`config.mk`:
```
export PLATFORM = sky130hd
export DESIGN_NAME = minterm_capture
export DESIGN_NICKNAME = d
export VERILOG_FILES = /design/src/rtl/minterm_pkg.sv /design/src/rtl/minterm_seq.sv /design/src/rtl/minterm_capture.sv
export SDC_FILE = /design/constraint.sdc
export NUM_CORES = 1
export LEC_CHECK = 0
export CAP_MARGIN = 20
export CORE_MARGIN = 2
export CORE_UTILIZATION = 54
export CTS_CLUSTER_SIZE = 40
export DETAILED_ROUTE_END_ITERATION = 8
export PLACE_DENSITY = 0.84
export REMOVE_ABC_BUFFERS = 1
export SLEW_MARGIN = 0
export SYNTH_ARGS = -nofsm -noshare
export SYNTH_HDL_FRONTEND = slang
export SYNTH_SLANG_ARGS = --single-unit
```
`constraint.sdc`:
```
create_clock -name clk -period 2 [get_ports clk]
set_input_delay 0.4 -clock clk [delete_from_list [all_inputs] [get_ports clk]]
set_output_delay 0.4 -clock clk [all_outputs]
set_load 0.05 [all_outputs]
```
`src/rtl/minterm_pkg.sv`:
```
// rtl/minterm_pkg.sv - shared types, default parameters and derived widths for minterm_capture
//
// Contents:
//   state_t             sweep FSM state (IDLE, SWEEP)
//   DEFAULT_N_VARS      default number of function inputs
//   DEFAULT_SETTLE      default extra hold cycles per vector
//   DEFAULT_N_MINTERMS  default minterm mask width (2**N_VARS)
//   DEFAULT_COUNT_W     default true-minterm count width (N_VARS+1)
//   settle_cnt_w()      width of the per-vector settle counter
package minterm_pkg;

    typedef enum logic {
        IDLE  = 1'b0,
        SWEEP = 1'b1
    } state_t;

    localparam int DEFAULT_N_VARS     = 4;
    localparam int DEFAULT_SETTLE     = 1;
    localparam int DEFAULT_N_MINTERMS = 2 ** DEFAULT_N_VARS;
    localparam int DEFAULT_COUNT_W    = DEFAULT_N_VARS + 1;

    // A zero settle time still needs a one-bit counter so the vector
    // declarations stay legal; the counter then simply never leaves 0.
    function automatic int settle_cnt_w(input int settle);
        return (settle > 0) ? $clog2(settle + 1) : 1;
    endfunction

endpackage

```
`src/rtl/minterm_seq.sv`:
```
// rtl/minterm_seq.sv - input vector counter plus per-vector settle counter
//
// Ports:
//   clk     in   rising-edge clock
//   rst_n   in   asynchronous active-low reset
//   clear   in   restart the sweep at vector 0 (start accepted)
//   run     in   sweep in progress; counters advance only while high
//   vec     out  N_VARS  vector currently driven to the function under test
//   sample  out  1       high during the last hold cycle of the current vector
//   last    out  1       sample on the final vector (2**N_VARS-1)
module minterm_seq
    import minterm_pkg::*;
#(
    parameter int N_VARS = DEFAULT_N_VARS,
    parameter int SETTLE = DEFAULT_SETTLE
) (
    input  logic              clk,
    input  logic              rst_n,
    input  logic              clear,
    input  logic              run,
    output logic [N_VARS-1:0] vec,
    output logic              sample,
    output logic              last
);

    localparam int                SW         = settle_cnt_w(SETTLE);
    localparam logic [SW-1:0]     SETTLE_MAX = SW'(SETTLE);
    localparam logic [N_VARS-1:0] VEC_MAX    = '1;

    logic [SW-1:0] settle_cnt;

    // The strobe is combinational so the top captures s_in on the very edge
    // that ends the hold window, while vec still addresses the sampled bit.
    assign sample = run && (settle_cnt == SETTLE_MAX);
    assign last   = sample && (vec == VEC_MAX);

    always_ff @(posedge clk or negedge rst_n) begin
        if (!rst_n) begin
            vec        <= '0;
            settle_cnt <= '0;
        end else if (clear) begin
            vec        <= '0;
            settle_cnt <= '0;
        end else if (sample) begin
            settle_cnt <= '0;
            vec        <= last ? '0 : vec + 1'b1;
        end else if (run) begin
            settle_cnt <= settle_cnt + 1'b1;
        end
    end

endmodule

```
`src/rtl/minterm_capture.sv`:
```
// rtl/minterm_capture.sv - sequential truth-table reader for a combinational function under test
//
// Optional feature macro: EXPECT_CMP_EN (adds expected/match/first_bad comparator)
//
// Ports:
//   clk        in   rising-edge clock
//   rst_n      in   asynchronous active-low reset
//   start      in   sweep request, ignored while busy
//   s_in       in   output of the function under test
//   vec        out  N_VARS      input vector driven to the function under test
//   busy       out  1           sweep in progress
//   done       out  1           one-cycle pulse, results valid
//   minterms   out  2**N_VARS   bit k = f(k)
//   count      out  N_VARS+1    number of set bits in minterms
//   expected   in   2**N_VARS   reference mask            (EXPECT_CMP_EN only)
//   match      out  1           minterms == expected      (EXPECT_CMP_EN only)
//   first_bad  out  N_VARS      lowest mismatching index  (EXPECT_CMP_EN only)
module minterm_capture
    import minterm_pkg::*;
#(
    parameter int N_VARS = DEFAULT_N_VARS,
    parameter int SETTLE = DEFAULT_SETTLE
) (
    input  logic                   clk,
    input  logic                   rst_n,
    input  logic                   start,
    input  logic                   s_in,
    output logic [N_VARS-1:0]      vec,
    output logic                   busy,
    output logic                   done,
    output logic [2**N_VARS-1:0]   minterms,
    output logic [N_VARS:0]        count
`ifdef EXPECT_CMP_EN
    ,
    input  logic [2**N_VARS-1:0]   expected,
    output logic                   match,
    output logic [N_VARS-1:0]      first_bad
`endif
);

    localparam int N_MINTERMS = 2 ** N_VARS;

    state_t                  state;
    logic                    seq_clear;
    logic                    seq_run;
    logic                    sample;
    logic                    last;
    logic [N_MINTERMS-1:0]   minterms_next;

    assign seq_clear = (state == IDLE) && start;
    assign seq_run   = (state == SWEEP);

    minterm_seq #(
        .N_VARS (N_VARS),
        .SETTLE (SETTLE)
    ) u_seq (
        .clk    (clk),
        .rst_n  (rst_n),
        .clear  (seq_clear),
        .run    (seq_run),
        .vec    (vec),
        .sample (sample),
        .last   (last)
    );

    // Mask including the bit being sampled this cycle; the comparator needs
    // the complete mask on the final edge, before the register has it.
    always_comb begin
        minterms_next = minterms;
        if (sample) begin
            minterms_next[vec] = s_in;
        end
    end

`ifdef EXPECT_CMP_EN
    logic [N_MINTERMS-1:0] diff;
    logic [N_VARS-1:0]     bad_idx;

    // Scan from the top down so the lowest mismatching index wins.
    always_comb begin
        diff    = minterms_next ^ expected;
        bad_idx = '0;
        for (int k = N_MINTERMS - 1; k >= 0; k--) begin
            if (diff[k]) begin
                bad_idx = N_VARS'(k);
            end
        end
    end
`endif

    always_ff @(posedge clk or negedge rst_n) begin
        if (!rst_n) begin
            state     <= IDLE;
            busy      <= 1'b0;
            done      <= 1'b0;
            minterms  <= '0;
            count     <= '0;
`ifdef EXPECT_CMP_EN
            match     <= 1'b0;
            first_bad <= '0;
`endif
        end else begin
            done <= 1'b0;
            case (state)
                IDLE: begin
                    if (start) begin
                        state    <= SWEEP;
                        busy     <= 1'b1;
                        minterms <= '0;
                        count    <= '0;
`ifdef EXPECT_CMP_EN
                        match     <= 1'b0;
                        first_bad <= '0;
`endif
                    end
                end
                SWEEP: begin
                    if (sample) begin
                        minterms <= minterms_next;
                        count    <= count + {{N_VARS{1'b0}}, s_in};
                    end
                    if (last) begin
                        state <= IDLE;
                        busy  <= 1'b0;
                        done  <= 1'b1;
`ifdef EXPECT_CMP_EN
                        match     <= ~|diff;
                        first_bad <= bad_idx;
`endif
                    end
                end
                default: begin
                    state <= IDLE;
                    busy  <= 1'b0;
                end
            endcase
        end
    end

endmodule

```
# Word level (Yosys, flattened, before mapping)
# Cells that the tools add are included.
[word_totals] ff_bits=29 latchBits=0 mem_bits_rw=0 mem_bits_ro=0 inputBits=4 out_inout_bits=27 elab_cells=48 memories=0
[classes] n_addsub=3 mul=0 n_div=0 order_cmp=2 n_eq_ne=4 shift=0 mux=23 n_bitwise=1 reduce_logical=8
[op_table] operator="$mux 16" n=2
[op_table] operator="$pmux 16 s2" n=1
[op_table] operator="$bwmux 16" n=1
[op_table] operator="$mux 4" n=3
[op_table] operator="$mux 1" n=10
[op_table] operator="$mux 5" n=2
[op_table] operator="$pmux 5 s2" n=1
[op_table] operator="$add 5x1->5" n=1
[op_table] operator="$lt 4x5->1 const B" n=1
[op_table] operator="$add 4x1->4 const B" n=1
[op_table] operator="$demux 1 s4" n=1
[op_table] operator="$eq 4x4->1 const B" n=1
[op_table] operator="$ge 4x1->1 const B" n=1
[op_table] operator="$logic_and 1x1->1" n=4
[op_table] operator="$ne 2x1->1 const B" n=2
[op_table] operator="$pmux 1 s2" n=2
[op_table] operator="$reduce_and 2->1" n=2
[op_table] operator="$reduce_bool 3->1" n=1
[op_table] operator="$ne 2x2->1 const B" n=1
[op_table] operator="$reduce_bool 2->1" n=1
[op_table] operator="$add 1x1->1 const B" n=1
[op_table] operator="$not 1->1" n=1

# Longest topological paths before layout
# Gate-level depths: netlist (run 1).
[logic_depth] depth_word=7 depth_mapped=5

# Hierarchy
# A second synthesis (run 1) with hierarchy kept.
[hier_totals] hier_cells=124 area_unflattened_um2=1391.3
[modules_own_cells] mod="minterm_capture" instances=1 cells_per_inst=98 area_each_um2=1147.4 seq_area_each_um2=600.6
[modules_own_cells] mod="minterm_seq" instances=1 cells_per_inst=26 area_each_um2=244.0 seq_area_each_um2=125.1

# Worst setup path before layout (run 1)
# Ideal clock, no wire load.
[synth_path] kind="register to register" from="register u_seq.vec[0]" to="register minterms[2]" t_arrival_ns=1.508 required_ns=1.874 path_slack_ns=0.366 path_stages_with_launch=6 path_buffers=0 synth_period_minus_slack_ns=1.634 path_cell_list="dfrtp_1 -> inv_1 -> ha_1 -> nand3_1 -> nor4_1 -> a311o_1"
[synth_via] elab_chain_len=7 word_cells_on_any_way=8
[synth_lines] item="start, declared" line="minterm_seq.sv:21" source="output logic [N_VARS-1:0] vec,"
[synth_lines] item="start signal, assigned" line="minterm_seq.sv:46" source="vec <= last ? '0 : vec + 1'b1;"
[synth_lines] item="$lt 4x5->1 (not written as such) or $ge 4x1->1 (tied branches)" line="minterm_capture.sv:71" source="minterms_next[vec] = s_in;"
[synth_lines] item="$logic_and 1x1->1 (not written as such)" line="minterm_capture.sv:71"
[synth_lines] item="$mux 1 (not written as such)" line="minterm_capture.sv:71"
[synth_lines] item="$demux 1 s4 *" line="minterm_capture.sv:71"
[synth_lines] item="$bwmux 16 *" line="minterm_capture.sv:71"
[synth_lines] item="$mux 16 *" line="minterm_capture.sv:118" source="if (sample) begin"
[synth_lines] item="$pmux 16 s2 *" line="minterm_capture.sv:104" source="case (state)"
[synth_lines] item="end signal, assigned" line="minterm_capture.sv:119" source="minterms <= minterms_next;"
[synth_lines] item="end, declared" line="minterm_capture.sv:31" source="output logic [2**N_VARS-1:0] minterms,"
# Every way passes the cells marked *; elsewhere a longest branch is shown, timed or not. The select of a mux whose other input is x is not followed.
# A chain may end at the register's enable or synchronous reset.

# Worst setup path after layout (run 1)
[layout_path] from="register minterms[15]" to="output port minterms[15]"
# No word-level cell between the ends.

==> results of run 1 <==
cell type report:
type | instances | area [µm²]
clock buffers | 7 | 55.1
fillers | 197 | 686
inverters | 6 | 22.5
multi-input cells | 98 | 671
flip-flops and latches | 29 | 726
well taps | 30 | 37.5
repair buffers | 33 | 325
cells by family after synthesis:
logic type / share of synthesized area (%)
XOR/XNOR: 0.595
multiplexers: 9.95
buffers and inverters: 5.10
AO/OA/AOI/OAI: 10.5
AND/OR/NAND/NOR: 19.5
flip-flops: 49.3
adder cells (fa/ha/maj): 5.10
layout by cell type, fill, tap and decap left out, types with 2 or more instances in the layout:
cell,count
sky130_fd_sc_hd__buf_4,5
sky130_fd_sc_hd__nand4_1,5
sky130_fd_sc_hd__clkdlybuf4s50_1,22
sky130_fd_sc_hd__o211ai_1,3
sky130_fd_sc_hd__mux2i_1,12
sky130_fd_sc_hd__o21ai_0,9
sky130_fd_sc_hd__nor2_1,5
sky130_fd_sc_hd__nand2b_1,3
sky130_fd_sc_hd__and3_1,2
sky130_fd_sc_hd__inv_1,6
sky130_fd_sc_hd__dlymetal6s2s_1,4
sky130_fd_sc_hd__clkbuf_4,5
sky130_fd_sc_hd__nand2_1,19
sky130_fd_sc_hd__or3_1,3
sky130_fd_sc_hd__ha_1,6
sky130_fd_sc_hd__nand3_1,10
sky130_fd_sc_hd__dfrtp_1,29
sky130_fd_sc_hd__dlygate4sd2_1,2
sky130_fd_sc_hd__a22o_1,2
layer usage:
metal	global-route usage, %	up-vias	share of wire, %
met2	35.0	39	48
li1	-	569	-
met4	10.5	0	1.3
met1	29.1	575	45
met3	6.05	7	6.0
met5	0	-	0
registers in the layout (all words and copies together), names as in the netlist:
register	cells
minterms	16
count	5
u_seq.vec	4
busy	1
done	1
seq_run	1
u_seq.settle_cnt	1
metrics by stage:
stage	util [%]	cell area (µm²)	hold slack, ns
final	72.8	1840	0.454
after global routing	72.8	1840	0.481
after CTS	72.4	1830	0.460
after detailed placement	70.3	1770	0.469
after global placement	70.3	1770	0.461
after floorplan	-	1420	0.104
cell usage after synthesis, drive strengths merged:
cell type  instances
a211oi             1
a21o               1
a21oi              1
a22o               2
a311o              1
a311oi             1
and2               1
and3               2
and4b              1
buf                6
clkbuf             1
dfrtp             29
ha                 6
inv                6
mux2               2
mux2i             12
nand2             20
nand2b             3
nand3             11
nand3b             1
nand4              5
nor2               5
nor2b              1
nor3b              1
nor4               1
o211ai             3
o21ai              9
o221ai             1
o311ai             1
o31ai              1
or3                3
xor2               1
path summary, 6_finish.rpt:
check	start	cells past startpoint	slack, ns	endpoint
max	minterms[15]$_DFFE_PN0P_	1	0.07	minterms[15]
min	rst_n	2	0.45	minterms[10]$_DFFE_PN0P_
max reg2reg	seq_run$_DFF_PN0_	4	0.40	u_seq.vec[3]$_DFFE_PN0P_
min reg2reg	count[4]$_DFFE_PN0P_	1	0.47	count[4]$_DFFE_PN0P_
max in group asynchronous	rst_n	2	1.28	minterms[7]$_DFFE_PN0P_
min in group clk	count[4]$_DFFE_PN0P_	1	0.47	count[4]$_DFFE_PN0P_
==> results summary, run 1 <==
A synthesized cell averages 10.5 µm². The clock-pin transition on the worst setup and hold timing paths came out at 0.08 ns. In the final timing run, aggregate negative setup slack is 0 ns. The post-synthesis cell type count is 36. The critical path goes through clkdlybuf4s50_1. The via count of the first global-routing pass is 1185.

The via density per instance came out at 5.86. For this block, the routed nets add up to 3110 µm of wire. The via count is 1190. Excluding fillers, the count of instances in the completed layout stands at 203. In the routed design, unresolved DRC markers number 0. Along the worst path, the maximum fanout reaches 3. Routability-driven placement finished with a final weighted congestion of 0.865. The kind of cell with the highest combined delay along the critical path is buffers and inverters.

The root buffer selected by CTS is sky130_fd_sc_hd__clkbuf_4. The number of buffers and inverters on the critical path came out at 1. The number of nets with antenna violations after routing is 0. The nature of the critical path startpoint is a flip-flop. The total congestion overflow after global routing came out at 0. The pre-CTS setup slack is 0.199 ns.

The full die area is about 3200 µm². The slowest stage of the critical path belongs to the cell sky130_fd_sc_hd__clkdlybuf4s50_1. The estimated wirelength of the detail-placed design came out at ~2200 µm. Across every metal layer, demand over resource in global routing totals 22.5%. The cell count after synthesis came out at 140. The routed length per placed instance is 15.3 µm. The post-synthesis cell type with the largest combined area is sky130_fd_sc_hd__dfrtp_1. The largest net degree at the start of global routing is 30. The register area share after synthesis is 49.3%. By area the synthesized netlist is led by sky130_fd_sc_hd__dfrtp_1 (49%), sky130_fd_sc_hd__mux2i_1 (8.2%), sky130_fd_sc_hd__ha_1 (5.1%). The mapped netlist covers 1470 µm². The number of failing setup endpoints in the final timing report came out at 0.

The data arrival time at the worst-slack endpoint came out at between 1.5 and 2 ns. Once the clock tree was built, the resizer swapped 2 gates to a different size. The floorplan step set the die height to approximately 56 µm. The flow ran to the end, and the final reports show no timing, DRC or antenna violations. The final-report max-slew violation count came out at 0. The endpoint required time on the critical path came out at 1.60 ns. The worst setup path is of the flip-flop to output port kind.

The H-tree level count is 2. Setup repair after global routing left no endpoint under its margin. The clock latency on the worst-skew pair came out at roughly 0.32 ns. The worst-margin pin slew came out at 0.527 ns.

The final worst setup slack is 0.0709 ns. The I/O pin total came out at 31. TritonCTS built the clock tree. The post-synthesis to final-layout area growth is 24.8%.

The DRC violation total after the first TritonRoute iteration came out at 20. The total instance count after detailed placement is 196. The warning count from the yosys run is 0. Counting the buffers created by CTS gives 5. The tool flagged a number of max-cap violations equal to 0.

The worst setup path is captured at an output port. The global-route wire length before repair came out at 5460 µm. The number of iterations in the first detailed-routing pass came out at 4. The die span in x is 56.2 µm. The final hold violation count came out at 0.

In the final design database the tool counted 183 nets. For this design, the CTS-stage hold fixing added 0 buffers. The number of input and output port buffers inserted came out at 30. The worst hold path belongs to the class input port to async pin. The largest incremental delay on the critical path is 0.82 ns. The highest attainable clock frequency came out at 518 MHz. The clock sink count came out at 29. The setup skew after layout is 0.00340 ns.

The worst slew slack as a fraction of its limit is between 60 and 70%. The initial antenna violation count was 0. The row count came out at 18.

The synthesized flop and latch total came out at 29. The period utilization came out at 96.5%. In this run the deepest clock path goes through 2 buffers. The area of the core is 2520 µm². The fraction of final layout cells with drive strength greater than 1 came out at 9.25%. The post-CTS setup repair buffer count is 0. The post-layout minimum cycle time is 1.93 ns. The synthesized design devotes to its leading area cell type 49.3% of total area. The total inserted antenna cells is 0. Once the floorplan was initialized, standard cells occupied 58.3% of the core.
Power of run 1 is not shown: default switching activity piles up to over one toggle a cycle in this logic, so the estimate is an artifact.
==> run 2: changes to the inputs <==
CORE_MARGIN = 1   (was 2)
CTS_CLUSTER_DIAMETER = 100   (was not set)
==> results summary, run 2 (synthesis gave the netlist of run 1 again) <==
The flow ran to the end, and the final reports show no timing, DRC or antenna violations. The final worst setup slack is 0.0455 ns (-0.0254 ns). The full die area is 2940 µm² (-7.0%). The routed length per placed instance is 15.4 µm (+0.56%). The highest attainable clock frequency was 512 MHz (-1.3%). The final-layout fill cell count came to 205 (+4.1%). The total number of nets in the final design came out at 182 (-0.55%). The estimated wirelength of the detail-placed design is 2210 µm (-1.1%). The pre-CTS setup slack was 0.195 ns (-0.00396 ns).

The number of input and output port buffers inserted came out at 30 (unchanged). The fraction of final layout cells with drive strength greater than 1 is 8.72% (-0.53 points). The data arrival time at the worst-slack endpoint came out at 1.55 ns (+0.02 ns). The total instance count after detailed placement is 195 (-0.51%). Leaving out fill and tap cells, the most frequent cell in the layout is sky130_fd_sc_hd__dfrtp_1.

TritonCTS built the clock tree. The worst slack on hold paths is 0.451 ns (-0.00256 ns). The worst setup path is launched from a flip-flop. The post-CTS setup repair buffer count came out at 0 (unchanged). The endpoint type of the worst setup path is an output port.

The number of max-capacitance violations reported came out at 0 (unchanged). The number of buffers added to fix hold violations after cts was 0 (unchanged). The initial core utilization is 58.3% (unchanged). The count of cells resized by post-cts repair is 2 (unchanged). The period utilization is 97.7% (+1.3 points). The final hold violation count came to 0 (unchanged). The routed length on met1 came to 1340 µm (-4.1%). The setup TNS after final layout came out at 0 ns (unchanged). On the critical path the largest part of the delay comes from buffers and inverters. The total met2 wirelength after detailed routing is 1470 µm (-0.34%).

The final routed DRC violation total came out at 0 (unchanged). The count of non-filler cells in the finished layout came out at 202 (-0.49%). Signal routing reaches up to met4.

The global-route usage over all layers was 25.8% (+3.4 points). The post-layout minimum cycle time came to 1.95 ns (+0.0254 ns). The I/O pin total came out at 31 (unchanged). The largest net degree at the start of global routing is 30 (unchanged). The worst-margin pin slew is 0.597 ns (+0.0697 ns). In the final layout, the registers with the most flip-flops are minterms x16, count x5, u_seq.vec x4.

Setup repair after global routing left no endpoint under its margin. The maximum fanout encountered on the critical timing path is 3 (unchanged). The critical path class is flip-flop to output port. The clock latency on the worst-skew pair came out at 0.33 ns (about the same). The vertical die dimension is 54.2 µm (-3.6%). The initial antenna violation count is 0 (unchanged). The global-route wire length before repair is 5160 µm (-5.5%).

The maximum buffer depth of the clock tree came out at 2 (unchanged). The final-report max-slew violation count came out at 0 (unchanged). The via density per instance came out at 5.97 (+1.8%).

The library cells used most frequently in the layout, excluding fill and tap cells, are sky130_fd_sc_hd__dfrtp_1 (29), sky130_fd_sc_hd__clkdlybuf4s50_1 (25), sky130_fd_sc_hd__nand2_1 (19). The setup skew after layout is 0.00511 ns (+0.00170 ns). The H-tree level count came out at 2 (unchanged). The total congestion overflow after global routing came to 0 (unchanged). The tightest min-delay check is of the input port to async pin type. The number of failing setup endpoints in the final timing report came to 0 (unchanged). The root buffer selected by CTS is sky130_fd_sc_hd__clkbuf_4. The die span in x came to 54.2 µm (-3.6%). Among all stages on the critical path, the largest delay is contributed by sky130_fd_sc_hd__clkdlybuf4s50_1.

The clock sink count is 29 (unchanged). The DRC violation total after the first TritonRoute iteration is 27 (+35%). The register with the most flip-flops in the final layout is minterms. The flip-flop count of the largest register, all copies and words added came out at 16 (unchanged).

The row count came out at 18 (unchanged). The final RePlAce weighted congestion is 0.891 (+3.0%). The critical path goes through clkdlybuf4s50_1.

The largest incremental delay on the critical path came to 0.83 ns (about the same). The number of buffers created by CTS came to 5 (unchanged). The worst slew slack as a fraction of its limit is 60.2% (-4.6 points). The detailed route wirelength on metal3 is 182 µm (-2.2%).

The number of buffers and inverters on the critical path is 1 (unchanged). The area of the core is 2520 µm² (unchanged). The clock-pin transition on the worst setup and hold timing paths is 0.08 ns (about the same). The total inserted antenna cells came out at 0 (unchanged).

The wire length after detailed routing is 3110 µm (about the same). The via count of the first global-routing pass came out at 1144 (-3.5%). The endpoint required time on the critical path is 1.60 ns (about the same). The number of iterations in the first detailed-routing pass is 4 (unchanged). The area growth from synthesis to layout is 23.8%. The via count came out at 1205 (+1.3%). The number of nets with antenna violations after routing came out at 0 (unchanged).
[run 2: routing by layer]
layer	vias up	GRT usage, %
met5	-	0
met4	0	17.1
met3	14	6.50
met2	49	38.6
met1	580	32.6
li1	562	-
[run 2: cell type report]
class                           count  area (µm²)  area share (%)
Sequential cell                    29         726            39.8
Multi-Input combinational cell     98         671            36.8
Timing Repair Buffer               32         310            17.0
Clock buffer                        7        55.1            3.02
Tap cell                           30        37.5            2.06
Inverter                            6        22.5            1.24
[run 2: per-stage QoR]
step                util (%)  instance area (µm²)
floorplan                  -                 1420
global placement        70.0                 1770
detailed placement      70.0                 1770
CTS                     72.1                 1820
global route            72.2                 1820
finish                  72.2                 1820
[run 2: worst paths after layout]
| kind | cells past startpoint | to | slack (ns) | from |
|---|---|---|---|---|
| max | 1 | minterms[2] | 0.05 | minterms[2]$_DFFE_PN0P_ |
| min | 2 | done$_DFF_PN0_ | 0.45 | rst_n |
| max reg2reg | 3 | minterms[2]$_DFFE_PN0P_ | 0.29 | seq_run$_DFF_PN0_ |
| min reg2reg | 1 | count[4]$_DFFE_PN0P_ | 0.48 | count[4]$_DFFE_PN0P_ |
| max in group asynchronous | 2 | minterms[4]$_DFFE_PN0P_ | 1.28 | rst_n |
| min in group clk | 1 | count[4]$_DFFE_PN0P_ | 0.48 | count[4]$_DFFE_PN0P_ |
Power of run 2 is left out for the same reason.
